[src/rtl/note_sequencer.sv]
// Record/playback note sequencer: run-length encodes the live keypad note once
// per duration tick and replays the stored entries to the display/buzzer path.
module note_sequencer #(
  parameter int DEPTH    = 32,
  parameter int DUR_W    = 8,
  parameter int TICK_DIV = 50000
) (
  input  logic                       clk,
  input  logic                       rst,
  input  logic                       rec_start,
  input  logic                       play_start,
  input  logic                       stop,
  input  logic                       loop_en,
  input  logic [2:0]                 value_input,
  input  logic [1:0]                 tone_input,
  output logic                       state,
  output logic [2:0]                 value_play,
  output logic [1:0]                 tone_play,
  output logic                       rec_active,
  output logic                       full,
  output logic [$clog2(DEPTH+1)-1:0] note_count
);

  localparam int CNT_W = (TICK_DIV > 1) ? $clog2(TICK_DIV) : 1;
  localparam int IDX_W = (DEPTH > 1) ? $clog2(DEPTH) : 1;
  localparam int NC_W  = $clog2(DEPTH + 1);

  localparam logic [DUR_W-1:0] MAX_DUR  = '1;
  localparam logic [DUR_W-1:0] ONE_DUR  = DUR_W'(1);
  localparam logic [CNT_W-1:0] CNT_LAST = CNT_W'(TICK_DIV - 1);
  localparam logic [NC_W-1:0]  NC_FULL  = NC_W'(DEPTH);

  typedef enum logic [1:0] {
    IDLE,
    RECORD,
    PLAY
  } fsm_t;

  typedef struct packed {
    logic [2:0] value;
    logic [1:0] tone;
  } note_t;

  typedef struct packed {
    note_t            note;
    logic [DUR_W-1:0] dur;
  } entry_t;

  fsm_t             fsm;
  logic [CNT_W-1:0] cnt;
  entry_t           buffer [DEPTH];
  note_t            seg;
  logic [DUR_W-1:0] seg_dur;
  logic [IDX_W-1:0] idx;
  logic [DUR_W-1:0] remaining;

  logic             tick;
  logic             rec_acc;
  logic             play_acc;
  note_t            live;
  logic             seg_extends;
  logic             wr_en;
  logic [IDX_W-1:0] wr_addr;
  entry_t           wr_data;
  logic [IDX_W-1:0] next_idx;
  logic             has_next;
  entry_t           first_entry;
  entry_t           next_entry;

  assign tick = (cnt == CNT_LAST);

  // Priority is judged on the raw pulses: a stop seen in IDLE still masks a
  // simultaneous start even though the stop itself does nothing there.
  assign rec_acc  = !stop && rec_start && (fsm == IDLE);
  assign play_acc = !stop && !rec_start && play_start && (fsm == IDLE) &&
                    (note_count != '0);

  assign live        = {value_input, tone_input};
  assign seg_extends = (live == seg) && (seg_dur != MAX_DUR);

  assign wr_addr  = note_count[IDX_W-1:0];
  assign wr_data  = {seg, seg_dur};
  assign next_idx = idx + IDX_W'(1);
  assign has_next = (NC_W'(idx) + NC_W'(1)) < note_count;

  assign first_entry = buffer[0];
  assign next_entry  = buffer[next_idx];

  // NOTE: every variable driven here gets a default first, so no path leaves
  // one unassigned and no latch is inferred.
  always_comb begin
    wr_en = 1'b0;
    if (fsm == RECORD) begin
      if (stop) begin
        wr_en = (seg_dur != '0) && (note_count != NC_FULL);
      end else if (tick && (seg_dur != '0) && !seg_extends) begin
        wr_en = 1'b1;
      end
    end
  end

  // NOTE: the buffer is deliberately left without reset; note_count alone
  // defines which entries are valid, so stale contents are never replayed.
  always_ff @(posedge clk) begin
    if (wr_en) begin
      buffer[wr_addr] <= wr_data;
    end
  end

  // NOTE: all state and outputs update with non-blocking assignments so every
  // branch below reads the values from before this clock edge.
  always_ff @(posedge clk or posedge rst) begin
    if (rst) begin
      fsm        <= IDLE;
      cnt        <= '0;
      state      <= 1'b0;
      value_play <= '0;
      tone_play  <= '0;
      rec_active <= 1'b0;
      full       <= 1'b0;
      note_count <= '0;
      seg        <= '0;
      seg_dur    <= '0;
      idx        <= '0;
      remaining  <= '0;
    end else begin
      if (rec_acc || play_acc || tick) begin
        cnt <= '0;
      end else begin
        cnt <= cnt + CNT_W'(1);
      end

      if (wr_en) begin
        note_count <= note_count + NC_W'(1);
      end

      case (fsm)
        IDLE: begin
          if (rec_acc) begin
            fsm        <= RECORD;
            rec_active <= 1'b1;
            note_count <= '0;
            full       <= 1'b0;
            seg_dur    <= '0;
          end else if (play_acc) begin
            fsm                     <= PLAY;
            state                   <= 1'b1;
            idx                     <= '0;
            {value_play, tone_play} <= first_entry.note;
            remaining               <= first_entry.dur;
          end
        end

        RECORD: begin
          if (stop) begin
            fsm        <= IDLE;
            rec_active <= 1'b0;
            seg_dur    <= '0;
          end else if (tick) begin
            if (seg_dur == '0) begin
              seg     <= live;
              seg_dur <= ONE_DUR;
            end else if (seg_extends) begin
              seg_dur <= seg_dur + ONE_DUR;
            end else begin
              seg     <= live;
              seg_dur <= ONE_DUR;
              // Filling the last slot ends recording; the segment just opened is dropped.
              if ((note_count + NC_W'(1)) == NC_FULL) begin
                fsm        <= IDLE;
                rec_active <= 1'b0;
                full       <= 1'b1;
                seg_dur    <= '0;
              end
            end
          end
        end

        PLAY: begin
          if (stop) begin
            fsm        <= IDLE;
            state      <= 1'b0;
            value_play <= '0;
            tone_play  <= '0;
          end else if (tick) begin
            if (remaining > ONE_DUR) begin
              remaining <= remaining - ONE_DUR;
            end else if (has_next) begin
              idx                     <= next_idx;
              {value_play, tone_play} <= next_entry.note;
              remaining               <= next_entry.dur;
            end else if (loop_en) begin
              idx                     <= '0;
              {value_play, tone_play} <= first_entry.note;
              remaining               <= first_entry.dur;
            end else begin
              fsm        <= IDLE;
              state      <= 1'b0;
              value_play <= '0;
              tone_play  <= '0;
            end
          end
        end

        default: begin
          fsm        <= IDLE;
          state      <= 1'b0;
          value_play <= '0;
          tone_play  <= '0;
          rec_active <= 1'b0;
        end
      endcase
    end
  end

endmodule

[config.mk]
export PLATFORM = sky130hd
export DESIGN_NAME = note_sequencer
export DESIGN_NICKNAME = d
export VERILOG_FILES = /design/src/rtl/note_sequencer.sv
export SDC_FILE = /design/constraint.sdc
export NUM_CORES = 1
export LEC_CHECK = 0
export CAP_MARGIN = 10
export CELL_PAD_IN_SITES_DETAIL_PLACEMENT = 1
export CELL_PAD_IN_SITES_GLOBAL_PLACEMENT = 2
export CORE_ASPECT_RATIO = 0.75
export CORE_MARGIN = 3
export CORE_UTILIZATION = 47
export DETAILED_ROUTE_END_ITERATION = 8
export GPL_TIMING_DRIVEN = 0
export PLACE_DENSITY = 0.8
export REMOVE_ABC_BUFFERS = 1
export SLEW_MARGIN = 30
export SYNTH_ARGS = -nofsm -noshare
export SYNTH_HDL_FRONTEND = slang
export SYNTH_SLANG_ARGS = --single-unit
[constraint.sdc]
create_clock -name clk -period 4.89 [get_ports clk]
set_input_delay 0.978 -clock clk [delete_from_list [all_inputs] [get_ports clk]]
set_output_delay 0.978 -clock clk [all_outputs]
set_load 0.1 [all_outputs]
# [Word-level counts from Yosys, hierarchy flattened]
# Memory sizes are Yosys's and may differ from the RTL's.
# Index checks and enable logic that the tools add are counted.
[word_totals] regBits=58 ramBits=416 input_bits=11 word_cells=170 n_memories=1
[mem_list] name="buffer" depth=32 word_bits=13 read_ports=2 rd_clocked_by_memory_dff=0 write_ports=1 line_no="51" text="entry_t buffer [DEPTH];"
[op_classes] addsub=6 n_lt_le_gt_ge=2 eq_ne=30 mux=85 bitwise=3 n_reduce_logical=30
[ops] cell="8-bit 2-to-1 mux" count=12
[ops] cell="5-bit 2-to-1 mux" count=9
[ops] cell="2-bit 2-to-1 mux" count=19
[ops] cell="8-bit one-hot mux with 2 select lines" count=2
[ops] cell="3-bit inequality test (second input constant)" count=9
[ops] cell="1-bit 2-to-1 mux" count=25
[ops] cell="3-bit 2-to-1 mux" count=7
[ops] cell="7-bit AND reduction" count=3
[ops] cell="2-bit inequality test (second input constant)" count=10
[ops] cell="6-bit 2-to-1 mux" count=3
[ops] cell="16-bit by 1-bit adder with 16-bit output (second input constant)" count=1
[ops] cell="16-bit equality test (second input constant)" count=1
[ops] cell="16-bit 2-to-1 mux" count=1
[ops] cell="2-bit one-hot mux with 3 select lines" count=2
[ops] cell="6-bit AND reduction" count=2
[ops] cell="1-bit logical AND" count=10
[ops] cell="5-bit one-hot mux with 2 select lines" count=1
[ops] cell="3-bit one-hot mux with 3 select lines" count=1
[ops] cell="9-bit AND reduction" count=1
[ops] cell="8-bit by 1-bit adder with 8-bit output (second input constant)" count=1
[ops] cell="8-bit by 1-bit greater-than comparator with 1-bit output (second input constant)" count=1
[ops] cell="8-bit logical NOT" count=1
[ops] cell="8-bit inequality test (second input constant)" count=1
[ops] cell="8-bit nonzero test" count=1
[ops] cell="other kinds (24)" count=32

# [Logic depth before layout (Yosys ltp)]
[logic_depth] word_depth=10 depth_mapped=17 ltp_nobuf=11

# [Worst setup path before layout]
# Ideal clock, no wire load.
[synth_path] path_type="register -> register" from="register idx[1]" to="register tone_play[0]" arrival_time_ps=3367 required_time_ps=4780 slack_ps=1413 stages_incl_launch_ff=17 period_less_slack_ps=3477 path_cell_list="dfrtp_1 > ha_1 > buf_2 > xnor2_4 > inv_2 > buf_2 > buf_4 > buf_2 > buf_2 > ha_1 > a211o_1 > a21oi_1 > nand2_1 > buf_2 > nor3b_1 > a21oi_1 > o41ai_1"
[synth_via] elab_chain_len=7 elab_cells_between_ends=9 classes_between="2 x add/sub; 1 x order compare; 5 x mux; 1 x memory"
[synth_rtl] element="start: declaration" line_no="54" text="logic [IDX_W-1:0] idx;"
[synth_rtl] element="start signal: assignment" line_no="189" text="idx <= next_idx;"
[synth_rtl] element="5-bit by 1-bit adder with 5-bit output / 5-bit by 1-bit adder with 6-bit output (equally long branches)" line_no="83, 84"
[synth_rtl] element="memory read 32 x 13 bit / 6-bit less-than comparator (equally long branches)"
[synth_rtl] element="2-bit 2-to-1 mux (*)" line_no="188" text="end else if (has_next) begin"
[synth_rtl] element="2-bit 2-to-1 mux (*)" line_no="186" text="if (remaining > ONE_DUR) begin"
[synth_rtl] element="2-bit 2-to-1 mux (*)" line_no="185" text="end else if (tick) begin"
[synth_rtl] element="2-bit 2-to-1 mux (*)" line_no="180" text="if (stop) begin"
[synth_rtl] element="2-bit one-hot mux with 3 select lines (*)" line_no="137" text="case (fsm)"
[synth_rtl] element="end signal: assignment" line_no="149" text="{value_play, tone_play} <= first_entry.note;"
[synth_rtl] element="end signal: assignment" line_no="190" text="{value_play, tone_play} <= next_entry.note;"
[synth_rtl] element="end signal: assignment" line_no="194" text="{value_play, tone_play} <= first_entry.note;"
[synth_rtl] element="end: declaration" line_no="18" text="output logic [1:0] tone_play,"
# Every way passes the cells marked *; elsewhere a longest branch is shown, timed or not. The select of a mux whose other input is x is not followed.
# A chain may end at the register's enable or synchronous reset.

# [Worst setup path after layout]
[layout_path] from="register idx[0]" to="register value_play[2]"
[layout_via] elab_chain_len=7 elab_cells_between_ends=9 classes_between="2 x add/sub; 1 x order compare; 5 x mux; 1 x memory"
[layout_rtl] element="5-bit by 1-bit adder with 5-bit output / 5-bit by 1-bit adder with 6-bit output (equally long branches)" line_no="83, 84"
[layout_rtl] element="memory read 32 x 13 bit / 6-bit less-than comparator (equally long branches)"
[layout_rtl] element="3-bit 2-to-1 mux (*)" line_no="188"
[layout_rtl] element="3-bit 2-to-1 mux (*)" line_no="186"
[layout_rtl] element="3-bit 2-to-1 mux (*)" line_no="185"
[layout_rtl] element="3-bit 2-to-1 mux (*)" line_no="180"
[layout_rtl] element="3-bit one-hot mux with 3 select lines (*)" line_no="137"
[layout_rtl] element="end signal: assignment" line_no="149"
[layout_rtl] element="end signal: assignment" line_no="190"
[layout_rtl] element="end signal: assignment" line_no="194"
[layout_rtl] element="end: declaration" line_no="17" text="output logic [2:0] value_play,"
# Marks and branches as above.

==> results.sh <==
export IMPL_nets=1309
export IMPL_clock_latency_ps=580
export IMPL_layout_commonest_cell="edfxtp_1"
export IMPL_cts_root_buf="clkbuf_16"
export IMPL_finalHoldViolCount=0
export IMPL_design_area_sq_um=22460
export IMPL_ioPinCount=25
export IMPL_report_power_total_mw=8.301
export IMPL_yosysSeqAreaShare=0.6993
export IMPL_drc=0
export IMPL_die_h_microns=184.4
export IMPL_status="finished clean"
export IMPL_min_path_cells=1
export IMPL_skew_ps=27.72
export IMPL_synthDistinctLibCells=70
export IMPL_die_x_microns=243.8
export IMPL_dpl_hpwl_microns=32620
export IMPL_worstPathArrival_ps=5000
export IMPL_grt_first_pass_wirelength_microns=78700
export IMPL_path_max_fanout=44
export IMPL_areaGrowthSynthToFinish_pct=12.64
export IMPL_slew_viol_final=0
export IMPL_final_cell_mix="edfxtp_1 (416), nand2_1 (155), mux4_2 (87)"
export IMPL_antenna_cells=0
export IMPL_clk_path_buf_depth=3
export IMPL_combPwrFrac=0.042
export IMPL_grt_max_degree=45
export IMPL_dpl_cell_area_sq_um=20960
export IMPL_p_sw_frac=0.2162
export IMPL_die_area_sq_um=44960
export IMPL_design_core_area_sq_um=41320
export IMPL_r2r_end="value_play[2]"
export IMPL_gr_usage_all_layers=0.2371
export IMPL_io_buffer_count=24
export IMPL_leakage_nw=8.104
export IMPL_synth_edf_count=416
export IMPL_ys_seq_elements=474
export IMPL_maxCapViolCount=0
export IMPL_ys_flop_type="edfxtp_1"
export IMPL_vias=11450
export IMPL_p_int_mw=6.506
export IMPL_synth_area_per_cell_sq_um=15.88
export IMPL_drtPass1Iterations=5
export IMPL_ir_drop_mv=0.3090
export IMPL_async_flop_share=0.1224
export IMPL_drt_iter0_markers=955
export IMPL_crit_path_start_kind="register"
export IMPL_final_cell_count_no_fill=1878
export IMPL_end_kind="register"
export IMPL_max_freq_mhz=218.0
export IMPL_h_tree_depth=2
export IMPL_min_period_over_period=0.9382
export IMPL_rows=64
export IMPL_ant_nets=0
export IMPL_rrSetupSlack_ps=300
export IMPL_syn_inst=1256
export IMPL_criticalPathCategory="register to register"
export IMPL_start_util=0.4826
export IMPL_antenna_found_initial=1
export IMPL_fin_setup_tns_ps=0
export IMPL_yosys_warnings=0
export IMPL_pwr_share_clk=0.426
export IMPL_cts_buffers_inserted=47
export IMPL_layout_drive_gt1_share=0.1838
export IMPL_grt_pass1_vias=12010
export IMPL_place_inst=1794
export IMPL_critPathRequiredTime_ps=5300
export IMPL_clk_pin_slew_ps=60
export IMPL_seqPwrFrac=0.532
export IMPL_syn_area_sq_um=19940
export IMPL_min_to="cnt[0]"
export IMPL_crit_start="idx[0]"
export IMPL_vias_per_cell=6.095
export IMPL_routed_wl_microns=51670
export IMPL_power_density_nw_per_um2=369.6
export IMPL_hp_class="register to register"
export IMPL_wl_per_cell_microns=27.51
export IMPL_cts_hold_buf=0
export IMPL_gr_total_overflow=0
export IMPL_top_layer_used="met4"
export IMPL_clock_sink_count=474
export IMPL_worstMarginPinSlew_ps=1010
export IMPL_timing_final_crit_period_ps=4588
export IMPL_rsz0062_at_grt="false"
export IMPL_hp_start="cnt[0]"
export IMPL_setup_viol=0
export IMPL_cts_tree="yes"
export IMPL_slew_headroom=0.3248
export IMPL_wl_met1_microns=23060
export IMPL_wl_met2_microns=23320
export IMPL_p_switching_mw=1.795
export IMPL_routabilityCongestion=0.8252
export IMPL_wl_met3_microns=3969
export IMPL_reg2regPathDepth=13
export IMPL_r2r_start="idx[0]"
==> sequential cells by signal, summed over array words and instances, names as in the netlist <==
register and flops:
buffer 416, cnt 16, fsm 2, full 1, idx 5, note_count 6, rec_active 1, remaining 8
seg 5, seg_dur 8, state 1, tone_play 2, value_play 3
==> layer usage <==
| metal | vias up | GRT usage |
|---|---|---|
| li1 | 4953 | - |
| met1 | 6034 | 0.3419 |
| met4 | 0 | 0.06861 |
| met2 | 388 | 0.3636 |
| met5 | - | 0 |
| met3 | 72 | 0.05672 |
==> through the flow <==
| step | setup WS, ps | hold slack (ps) | utilization |
|---|---|---|---|
| after global placement | -7492 | 440.2 | 0.4978 |
| after global routing | 113.4 | 475.7 | 0.5436 |
| final | 302.3 | 455.6 | 0.5436 |
| after detailed placement | -236.3 | 447.9 | 0.5074 |
| after floorplan | -3300 | 425.1 | - |
| after CTS | 67.37 | 456.3 | 0.5430 |
==> worst max-delay path, stage by stage, from the launching register on <==
cell     delay (ps)
dfrtp_4         660
ha_4            300
xnor2_4         320
buf_8           230
buf_8           180
inv_6           140
buf_16          230
ha_1            250
a211o_1         290
a21oi_1         360
nand2_4         310
a211o_1         400
nor4_1          500
o41ai_2         140
==> worst max path at each step <==
stage	to	slack (ps)	cells past startpoint
global placement	remaining[3]	-7490	8
detailed placement	tone_play[1]	-240	13
CTS	tone_play[1]	70	13
floorplan	remaining[1]	-3300	8
global route	remaining[4]	110	13
finish	value_play[2]	300	13
==> kinds of logic (layout without fill, tap and decap cells) <==
kind of cell	after synthesis	count (layout)	synth area share
xor+xnor	31	31	0.01456
mux	112	112	0.1112
simple gates	373	373	0.08948
flops	474	474	0.6993
fa+ha+maj	16	16	0.01004
buf+inv	86	147	0.02027
compound gates	164	164	0.05516
==> Yosys cell counts, types with 18 or more instances <==
cell type  number  share of area
clkbuf_1       18         0.0034
mux4_2         87          0.098
mux2i_1        19         0.0095
nand3_1        58          0.015
a31oi_1        21         0.0066
buf_2          29         0.0073
dfrtp_1        58          0.073
o21ai_0        28         0.0070
nand2_1       156          0.029
nor2_1         69          0.013
edfxtp_1      416           0.63
inv_1          23         0.0043
a21oi_1        49          0.012
==> power groups by stage <==
stage	Sequential [mW]	Combinational [mW]	Clock (mW)
finish	4.42	0.347	3.53
global route	4.42	0.383	3.75
CTS	4.42	0.351	3.58
detailed placement	4.50	0.349	0
global placement	4.51	0.332	0
floorplan	4.55	0.183	0
==> layout make-up <==
| class | count | area (sq um) |
|---|---|---|
| Timing Repair Buffer | 39 | 515.5 |
| Clock inverter | 22 | 217.7 |
| Multi-Input combinational cell | 696 | 5710 |
| Fill cell | 3863 | 18860 |
| Tap cell | 561 | 701.9 |
| Clock buffer | 62 | 1254 |
| Inverter | 24 | 97.59 |
| Sequential cell | 474 | 13960 |
==> repair_timing <==
item,CTS,global route
buffers inserted,0,0
pin swaps,0,0
endpoints found under the setup margin,12,9
gates cloned,0,0
gates resized for setup,1,4
(Power assumes the default switching activity.)
==> patch 1: new RTL, same settings <==
Re-encode `fsm_t` (3 states) as one-hot, 3 bits wide.
--- a/src/rtl/note_sequencer.sv
+++ b/src/rtl/note_sequencer.sv
@@ -30,10 +30,10 @@
   localparam logic [CNT_W-1:0] CNT_LAST = CNT_W'(TICK_DIV - 1);
   localparam logic [NC_W-1:0]  NC_FULL  = NC_W'(DEPTH);
 
-  typedef enum logic [1:0] {
-    IDLE,
-    RECORD,
-    PLAY
+  typedef enum logic [2:0] {
+    IDLE   = 3'b001,
+    RECORD = 3'b010,
+    PLAY   = 3'b100
   } fsm_t;
 
   typedef struct packed {
Formal check against the unedited RTL: no difference found for any inputs over 4 cycles, from zero or initial values and one cycle with rst high; so few cycles prove little.
==> patch 1 against the original RTL <==
  * Sequential cell count rose by 1
  * Area after synthesis barely moved
  * Wire length fell by 2.9%
  * Largest cell class unchanged
  * Global-route usage fell by 0.78 points
  * Worst setup slack got worse by 43 ps
  * Critical path depth rose by 1
  * Die area barely moved
  * Sequential power rose by 4%
  * Design area rose by 0.23%
  * Via count fell by 5.8%
  * Power rose by 6.6%
==> patch 1: results (changes against the original RTL) <==
* Outcome: completed
* Met1 wire length at 22,300 um (-3.4%)
* Clock Skews at 24.0 ps (-3.75 ps)
* Buffers outside the clock class at 33 (-15%)
* Leakage dissipation at 7.47 nW (-7.8%)
* Clock latency reported for the late side of the worst-skew pair at 560 ps (-20 ps)
* Multi-Input Combinational at 599 (-14%)
* Instance count of the mapped netlist at 1,143 (-9.0%)
* Number of buffers added by the clock tree synthesis step at 46 (-2.1%)
* Global Route met3 Usage at 0.0414 (-0.0153)
* Synth top area cells: sky130_fd_sc_hd__edfxtp_1 63%, sky130_fd_sc_hd__mux4_2 13%, sky130_fd_sc_hd__dfrtp_1 7.3%, sky130_fd_sc_hd__nor2_1 1.7%, sky130_fd_sc_hd__mux2_2 1.0%
* GRT Total Usage at 0.229 (-0.00775)
* Wire length on met3 at 3640 um (-8.4%)
* Layout fillers at 3,722 (-3.7%)
* DP Cell Count at 1,687 (-6.0%)
* Slowest cell on the critical path: sky130_fd_sc_hd__or3_1
* Global-route wire length before repair at 76,000 um (-3.4%)
* Layout overhead on the synthesized area at 13.0%
* Peak VDD IR at 0.000332 V (+7.6%)
* Relative area of clock buffers and inverters in the final design at 0.0674 (+0.00190)
* Initial antenna violation count at 5 (+4)
* GRT met2 Usage at 0.359 (-0.00487)
* Logic depth of the worst register-to-register path at 14 (+1)
* Buffering overhead at 0.0198 (-0.00317)
* Post-cts gate resize count at 0 (-1)
[patch 1: cells by family after synthesis]
group,after synthesis,synth area share
flops,475,0.701
simple gates,256,0.0651
compound gates,162,0.0557
mux,136,0.139
buf+inv,69,0.0161
xor+xnor,29,0.0131
fa+ha+maj,16,0.0100
[patch 1: worst paths after layout]
check / from / to / slack (ps)
min: cnt[0]$_DFF_PP0_ / cnt[0]$_DFF_PP0_ / 460
min in group asynchronous: rst / value_play[2]$_DFFE_PP0P_ / 780
max: idx[0]$_DFFE_PP0P_ / remaining[3]$_DFFE_PP0P_ / 260
max reg2reg: idx[0]$_DFFE_PP0P_ / remaining[3]$_DFFE_PP0P_ / 260
max in group asynchronous: rst / fsm[0]$_DFFE_PP1P_ / 3540
min reg2reg: cnt[0]$_DFF_PP0_ / cnt[0]$_DFF_PP0_ / 460
==> patch 2: new RTL, same settings <==
Without the edit above. The parameter `DEPTH` goes from 32 to 16.
--- a/src/rtl/note_sequencer.sv
+++ b/src/rtl/note_sequencer.sv
@@ -1,7 +1,7 @@
 // Record/playback note sequencer: run-length encodes the live keypad note once
 // per duration tick and replays the stored entries to the display/buzzer path.
 module note_sequencer #(
-  parameter int DEPTH    = 32,
+  parameter int DEPTH    = 16,
   parameter int DUR_W    = 8,
   parameter int TICK_DIV = 50000
 ) (
Ports: changed (resized note_count); port bits go from 25 to 24. The function was not compared with the original's and may differ.
==> patch 2 against the original RTL <==
  * Clock skew down 10 ps
  * Via count down 44%
  * Critical path depth down 3
  * First-iteration DRC count down 49%
  * Area after synthesis down 44%
  * Sequential cell count down 210
  * Power down 39%
  * Design area down 42%
  * Worst setup slack better by 190 ps
  * Count of clock-buffer cells in the layout down 29
  * Wire length down 47%
  * Cell count down 44%
  * Largest cell class unchanged
  * Largest power group unchanged
==> patch 2: results (changes against the original RTL) <==
* Outcome: completed
* Peak VDD IR at 0.000394 V (+27%)
* Startpoint of the worst hold path: cnt[0]$_DFF_PP0_
* Clock-pin transition on the worst setup and hold timing paths at 60 ps (about the same)
* H-tree depth reported by CTS at 1 (-1)
* GRT Total Usage at 0.217 (-0.0198)
* Initial antenna violation count at 0 (-1)
* Tightest Hold Check Type: flip-flop to flip-flop
* Maximum number of pins on one net before global-route repair at 34 (-24%)
* Global-route wire length before repair at 42,300 um (-46%)
* Largest stage delay on the critical path at 770 ps (+110 ps)
* # diodes at 0 (unchanged)
* Internal power consumption at 3.75 mW (-42%)
* Layout cell share with drive strength beyond 1 at 0.214 (+0.0301)
* Wire length on met3 at 1180 um (-70%)
* Met1 wire length at 12,500 um (-46%)
* Vias in the first global route at 6,796 (-43%)
* Worst R2R End: tone_play[0]$_DFFE_PP0P_
* Count of input and output buffers at 23 (-4.2%)
* Clock latency reported for the late side of the worst-skew pair at 530 ps (-50 ps)
* Slack of the worst reg-to-reg path at 490 ps (+190 ps)
* Slew headroom at 0.337 (+0.0123)
* Maximum fanout along the worst path at 27 (-39%)
* Violation count after the first detailed-routing iteration at 488 (-49%)
* Distinct cells, synth at 61 (-13%)
* Total number of nets in the final design at 760 (-42%)
* Largest regs: buffer: 208 flops, cnt: 16 flops
* Count of yosys warnings during synthesis at 0 (unchanged)
* Hold Worst Slack at 482 ps (+26.5 ps)
* Sequential element share of the synthesized area at 0.680 (-0.0197)
* Slowest cell on the critical path: sky130_fd_sc_hd__and2_1
* Data arrival time of the worst path at 4770 ps (-230 ps)
* Dpl hpwl at 18,700 um (-43%)
* Number of buffers added by the clock tree synthesis step at 27 (-43%)
* Routed length per instance at 26.2 um (-4.6%)
* Clock Skews at 17.6 ps (-10.1 ps)
* Async set-reset flop share out of synthesis at 0.212 (+0.0898)
* Layout fillers at 2,133 (-45%)
* Most common library cells after synthesis: 208 x sky130_fd_sc_hd__edfxtp_1, 62 x sky130_fd_sc_hd__mux4_2, 56 x sky130_fd_sc_hd__dfrtp_1
* Leakage dissipation at 4.52 nW (-44%)
* Via count at 6,355 (-44%)
* Logic depth of the worst register-to-register path at 10 (-3)
* Post-cts gate resize count at 0 (-1)
* Synth top area cells: sky130_fd_sc_hd__edfxtp_1 56%, sky130_fd_sc_hd__dfrtp_1 12%, sky130_fd_sc_hd__mux4_2 12%, sky130_fd_sc_hd__ha_1 1.7%, sky130_fd_sc_hd__nor2_1 1.6%
* Number of enable-type register cells in the synthesized netlist at 208 (-50%)
* Final RePlAce weighted congestion at 0.785 (-4.9%)
* Kind of cell adding the most delay to the critical path: compound AO/OA/AOI/OAI gates
* Routed length on met2 at 13,500 um (-42%)
[patch 2: power groups by stage]
stage	logic [mW]	registers [mW]	clock network, mW
2_1_floorplan	0.201	2.78	0
3_3_place_gp	0.510	2.60	0
3_5_place_dp	0.524	2.60	0
4_1_cts	0.529	2.56	1.98
5_1_grt	0.566	2.57	2.08
6_report	0.524	2.56	1.94
[patch 2: kinds of logic (layout without fill, tap and decap cells)]
family / count (synthesis) / count (layout) / share of synthesized area
AND/OR/NAND/NOR: 165 / 165 / 0.0743
multiplexers: 73 / 73 / 0.134
XOR/XNOR: 33 / 33 / 0.0257
flip-flops: 264 / 264 / 0.680
buffers and inverters: 48 / 119 / 0.0183
AO/OA/AOI/OAI: 84 / 84 / 0.0510
adder cells (fa/ha/maj): 15 / 15 / 0.0167
[patch 2: metrics by stage]
step,cells,worst slack (ps),area (um^2),setup TNS [ps],utilization
floorplan,654,-962,11100,-13660,-
global placement,977,-3790,11700,-154310,0.505
detailed placement,1005,290,12100,0,0.521
CTS,1053,477,12900,0,0.557
global route,1053,261,12900,0,0.557
finish,1053,492,12900,0,0.557
[patch 2: worst max-delay path by stage]
stage | startpoint | to | cells after the start
after floorplan | idx[0]$_DFFE_PP0P_ | remaining[5]$_DFFE_PP0P_ | 9
after CTS | idx[0]$_DFFE_PP0P_ | tone_play[0]$_DFFE_PP0P_ | 10
final | idx[0]$_DFFE_PP0P_ | tone_play[0]$_DFFE_PP0P_ | 10
after global placement | idx[0]$_DFFE_PP0P_ | tone_play[0]$_DFFE_PP0P_ | 9
after detailed placement | stop | buffer[8][1]$_DFFE_PP_ | 9
after global routing | idx[0]$_DFFE_PP0P_ | value_play[2]$_DFFE_PP0P_ | 10
[patch 2: area by class of cell]
type                            instances  area (um^2)  share of cell area
Timing Repair Buffer                   51          512              0.0395
Sequential cell                       264         7650               0.591
Multi-Input combinational cell        370         3510               0.271
Clock inverter                         15          126             0.00976
Tap cell                              300          375              0.0290
Clock buffer                           33          698              0.0539
Inverter                               20         77.6             0.00599
[patch 2: metal layers]
layer  global-route usage  vias to the layer above
met5                    0                        -
li1                     -                     2802
met4               0.0387                        0
met3               0.0273                       30
met1                0.323                     3375
met2                0.354                      148
